## src/rtl/alu_issue_arbiter.sv

```systemverilog
// Round-robin arbiter that shares one ALU between two requesters, issues the
// selected operation, waits for completion (with watchdog) and returns the result.
module alu_issue_arbiter #(
    parameter int REG_DATA_WIDTH = 16,
    parameter int DATA_2_WIDTH   = 4,
    parameter int ALU_OP_WIDTH   = 4,
    parameter int TIMEOUT        = 16
) (
    input  logic                      clk,
    input  logic                      rst,
    input  logic                      req0_valid,
    output logic                      req0_ready,
    input  logic [ALU_OP_WIDTH-1:0]   req0_op,
    input  logic [REG_DATA_WIDTH-1:0] req0_data_1,
    input  logic [DATA_2_WIDTH-1:0]   req0_data_2,
    input  logic                      req0_alu_src,
    input  logic                      req1_valid,
    output logic                      req1_ready,
    input  logic [ALU_OP_WIDTH-1:0]   req1_op,
    input  logic [REG_DATA_WIDTH-1:0] req1_data_1,
    input  logic [DATA_2_WIDTH-1:0]   req1_data_2,
    input  logic                      req1_alu_src,
    output logic                      alu_start,
    output logic [ALU_OP_WIDTH-1:0]   alu_op,
    output logic [REG_DATA_WIDTH-1:0] alu_data_1,
    output logic [DATA_2_WIDTH-1:0]   alu_data_2,
    output logic                      alu_src,
    input  logic                      alu_done,
    input  logic [REG_DATA_WIDTH-1:0] alu_result,
    output logic                      rsp_valid,
    input  logic                      rsp_ready,
    output logic                      rsp_id,
    output logic [REG_DATA_WIDTH-1:0] rsp_result,
    output logic                      rsp_err,
    output logic                      busy
);

    typedef enum logic [1:0] {S_IDLE, S_ISSUE, S_WAIT, S_RESP} state_t;

    // Watchdog fires on the TIMEOUT-th WAIT cycle, i.e. when the count of
    // already-elapsed WAIT cycles equals TIMEOUT-1.
    localparam logic [7:0] WD_LAST = 8'(TIMEOUT - 1);

    state_t     state;
    logic       last_grant;
    logic [7:0] wd_cnt;
    logic       grant;
    logic       any_valid;

    // Handshakes: a transfer happens on a rising edge where valid && ready.
    // Requesters see ready only in IDLE; the response holds until rsp_ready.
    always_comb begin
        any_valid = req0_valid | req1_valid;
        if (req0_valid && req1_valid) grant = ~last_grant;
        else if (req1_valid)          grant = 1'b1;
        else                          grant = 1'b0;
    end

    assign req0_ready = (state == S_IDLE) && req0_valid && !grant;
    assign req1_ready = (state == S_IDLE) && req1_valid && grant;
    assign busy       = (state != S_IDLE);

    always_ff @(posedge clk or posedge rst) begin
        if (rst) begin
            state      <= S_IDLE;
            last_grant <= 1'b1;
            wd_cnt     <= '0;
            alu_start  <= 1'b0;
            alu_op     <= '0;
            alu_data_1 <= '0;
            alu_data_2 <= '0;
            alu_src    <= 1'b0;
            rsp_valid  <= 1'b0;
            rsp_id     <= 1'b0;
            rsp_result <= '0;
            rsp_err    <= 1'b0;
        end else begin
            alu_start <= 1'b0;
            case (state)
                S_IDLE: begin
                    if (any_valid) begin
                        alu_op     <= grant ? req1_op      : req0_op;
                        alu_data_1 <= grant ? req1_data_1  : req0_data_1;
                        alu_data_2 <= grant ? req1_data_2  : req0_data_2;
                        alu_src    <= grant ? req1_alu_src : req0_alu_src;
                        rsp_id     <= grant;
                        last_grant <= grant;
                        alu_start  <= 1'b1;
                        state      <= S_ISSUE;
                    end
                end
                S_ISSUE: begin
                    wd_cnt <= '0;
                    state  <= S_WAIT;
                end
                S_WAIT: begin
                    // A completion in the timeout cycle still counts as success.
                    if (alu_done) begin
                        rsp_result <= alu_result;
                        rsp_err    <= 1'b0;
                        rsp_valid  <= 1'b1;
                        state      <= S_RESP;
                    end else if (wd_cnt == WD_LAST) begin
                        rsp_result <= '0;
                        rsp_err    <= 1'b1;
                        rsp_valid  <= 1'b1;
                        state      <= S_RESP;
                    end else begin
                        wd_cnt <= wd_cnt + 8'd1;
                    end
                end
                S_RESP: begin
                    if (rsp_ready) begin
                        rsp_valid <= 1'b0;
                        state     <= S_IDLE;
                    end
                end
                default: state <= S_IDLE;
            endcase
        end
    end

endmodule

```

## config.mk

```make
export PLATFORM = sky130hd
export DESIGN_NAME = alu_issue_arbiter
export DESIGN_NICKNAME = d
export VERILOG_FILES = /design/src/rtl/alu_issue_arbiter.sv
export SDC_FILE = /design/constraint.sdc
export NUM_CORES = 1
export LEC_CHECK = 0
export BUFFER_PORTS_ARGS = -buffer_cell sky130_fd_sc_hd__buf_2
export CAP_MARGIN = 20
export CELL_PAD_IN_SITES_DETAIL_PLACEMENT = 0
export CELL_PAD_IN_SITES_GLOBAL_PLACEMENT = 1
export CORE_ASPECT_RATIO = 1.75
export CORE_UTILIZATION = 37
export DETAILED_ROUTE_END_ITERATION = 8
export MAX_ROUTING_LAYER = met4
export PLACE_DENSITY = 0.89
export SYNTH_ARGS = -nofsm -noshare
export SYNTH_HDL_FRONTEND = slang
export SYNTH_SLANG_ARGS = --single-unit
```

## constraint.sdc

```tcl
create_clock -name clk -period 3.7 [get_ports clk]
set_input_delay 0.74 -clock clk [delete_from_list [all_inputs] [get_ports clk]]
set_output_delay 0.74 -clock clk [all_outputs]
set_load 0.02 [all_outputs]
```

==> flow_summary.toml <==
[synth]
synth_area_per_cell_um2 = 11.3
netlist-cell-type-count = 36
number_of_nets_produced_by_synthesis = 303
synthTopCellsByArea = "dfrtp_1 54%, mux2i_1 9.8%, a22o_1 5.5%"
syn-cell-area_mm2 = 0.00256
post-synth-top-area-cell = "dfrtp_1"
synth_warnings = 0
ys_ff_latch = 56
synthesis.instances = 226
yosysSeqAreaShare_pct = 54.7
post-synth-top-area-fraction_pct = 53.7

[route]
routedWlPerCell_um = 13.2
num_vias = 2079
drc = 0
viasPerCell = 4.88
detail_route.first_pass.iterations = 4
wl_mm = 5.64
antenna_left = 0
dr.first_iter.drc_count = 73

[floorplanning]
die_h_um = 112
chipWidth_um = 64.9
pin_count = 120
die-area_mm2 = 0.00728
initial_core_util_pct = 38.9
core_mm2 = 0.00659
row_count = 39

[worst_setup_path]
worst-path-max-fanout = 6
timing.critical_path.to = "req1_ready"
arrival_time_reported_for_the_critical_path_endpoint_ns = 1.59
timing.critical_path.from_type = "flop"
crit_start = "state[0]"
r2r.worst_path.cells = 5
critical_path.endpoint_type = "output port"
criticalPathCategory = "flop to output port"
critical_path.reg2reg.startpoint = "wd_cnt[0]"
critical_path.reg2reg.endpoint = "wd_cnt[2]"
reg2reg_slack_ns = 1.72
critPathRequiredTime_ns = 2.96

[cts]
clkLatencyLatePin_ns = 0.29
clk_pin_slew_worst_paths_ns = 0.07
tritoncts = "done"
numCtsBuffers = 5
cts_resized = 0
numClockSinks = 56
htreeDepth = 2
clk_path_buf_depth = 2
ctsRootBufferMaster = "clkbuf_16"
count_of_hold_buffers_inserted_by_post_cts_repair = 0
number_of_buffers_inserted_to_repair_setup_after_cts = 0

[sta]
rsz0062_at_grt = "false"
fin_crit_period_ns = 2.33
final.setup.tns_ns = 0
maxSlewViolCount = 0
layout_worst_path_cycle_share_pct = 62.9
worst_slew_pin_slew_ns = 0.802
hold_viol_final = 0
clock_skew_ns = 0.00378
slew_margin_rel_pct = 46.4
setup_violations = 0
maxClockFrequency_ghz = 0.430
worst_hold_slack_ns = 0.471

[layout]
final_common_cell = "buf_2"
drive_above_1_share_pct = 40.7
design.final.nets = 420
antenna_cells = 0
flow.area_growth_from_synthesis_pct = 33.8
most_frequent_cells_in_the_layout = "119 x buf_2, 55 x dfrtp_1, 28 x nand2_1"
fillerInstances = 649
finalNonFillerCells = 426

[grt]
grt_start_max_net_pins = 54
grt_usage_pct = 16.6
antenna_found_initial = 0
global_route_wire_length_before_repair_mm = 9.05
first_global_vias = 2055
grt_overflow = 0

[power_and_ir_drop]
peakVddDrop_mv = 0.387
power_density_mw_per_mm2 = 799
power.static_leakage_nw = 1.91

[place]
post-dp-hpwl_mm = 4.22
io_buffer_count = 119
post-place-cells = 416
globalplace.congestion = 0.765

[hold_path]
worst_hold_path_type = "flop to flop"

[flow_run]
max_cap_violations = 0

[run_status]
result_of_the_run = "finished clean"
-- power by group --
| group | switching, W | internal [W] | total, W | leakage (nW) |
|---|---|---|---|---|
| clock | 0.000213 | 0.000271 | 0.000484 | 0.0772 |
| combinational | 0.000752 | 0.000480 | 0.00123 | 1.13 |
| sequential | 0.000146 | 0.000880 | 0.00103 | 0.705 |
| total | 0.00111 | 0.00163 | 0.00274 | 1.91 |
-- per-layer routing --
metal | global-route usage [%] | part of all wire [%] | up-vias
met3 | 3.35 | 5.9 | 9
met1 | 18.2 | 40 | 941
met4 | 6.22 | 1.7 | 0
li1 | - | - | 1042
met2 | 28.7 | 52 | 87
met5 | - | 0 | -
-- cells by family (layout without fill, tap and decap cells) --
family	Yosys count	count (layout)	share of synthesized area, %
and+or+nand+nor	60	60	11.8
DFF	56	56	54.7
buffers and inverters	18	136	2.98
muxes	26	26	10.2
adders and majority gates	5	5	2.44
AOI/OAI and AO/OA	61	61	17.9
-- worst max-delay path: stages, from the launching register on --
cell and delay, ns:
dfrtp_1 0.41, inv_1 0.09, ha_1 0.35, and2_1 0.25, buf_2 0.18
-- cell usage after synthesis --
cell / count
a211o_1: 3
a211o_2: 1
a211oi_4: 1
a21boi_0: 1
a21o_1: 3
a21oi_1: 2
a221o_1: 1
a22o_1: 16
and2_0: 1
and2_1: 2
and2b_1: 1
and3_1: 7
buf_2: 4
buf_4: 1
clkbuf_1: 8
dfrtp_1: 55
dfstp_2: 1
ha_1: 5
inv_1: 5
mux2_1: 1
mux2i_1: 25
nand2_1: 28
nand2b_1: 2
nand3_1: 6
nand4b_4: 1
nor2_1: 4
nor2b_1: 2
nor3_1: 4
nor3b_1: 1
nor4_1: 1
o21ai_0: 27
o21ai_1: 2
o31ai_1: 1
o32a_1: 1
o41a_4: 1
o41ai_4: 1
-- state kept, by name, summed over array words and instances (netlist names), 2 cells and up --
| register | count |
|---|---|
| alu_op | 4 |
| wd_cnt | 8 |
| alu_data_1 | 16 |
| state | 2 |
| alu_data_2 | 4 |
| rsp_result | 16 |
-- how the worst min path moves through the flow --
stage | startpoint | endpoint | slack, ns | cells after the start
final | alu_data_1[11] | alu_data_1[11] | 0.47 | 2
after CTS | alu_data_1[11] | alu_data_1[11] | 0.48 | 2
after detailed placement | alu_data_1[11] | alu_data_1[11] | 0.47 | 2
after global routing | alu_data_1[9] | alu_data_1[9] | 0.50 | 2
after global placement | alu_op[0] | alu_op[0] | 0.46 | 2
after floorplan | last_grant | last_grant | 0.49 | 1
-- layout make-up --
| cell class | instances | area, um2 | share of cell area, % |
|---|---|---|---|
| clock buffer | 6 | 139 | 4.05 |
| clock inverter | 2 | 13.8 | 0.401 |
| sequential | 56 | 1400 | 40.9 |
| tap | 82 | 103 | 2.99 |
| timing repair buffer | 123 | 646 | 18.8 |
| inverter | 5 | 18.8 | 0.547 |
| multi-input combinational | 152 | 1110 | 32.3 |
-- metrics by stage --
| step | power [W] | util (%) | area (um2) | worst slack (ns) |
|---|---|---|---|---|
| final | 0.00274 | 52.1 | 3430 | 1.37 |
| after global routing | 0.00293 | 52.1 | 3430 | 1.27 |
| after CTS | 0.00276 | 51.5 | 3390 | 1.32 |
| after detailed placement | 0.00226 | 49.2 | 3240 | 1.45 |
| after global placement | 0.00222 | 49.2 | 3240 | 1.50 |
| after floorplan | 0.00185 | - | 2560 | 1.41 |
Note: power is estimated with default switching activity, not from simulation.
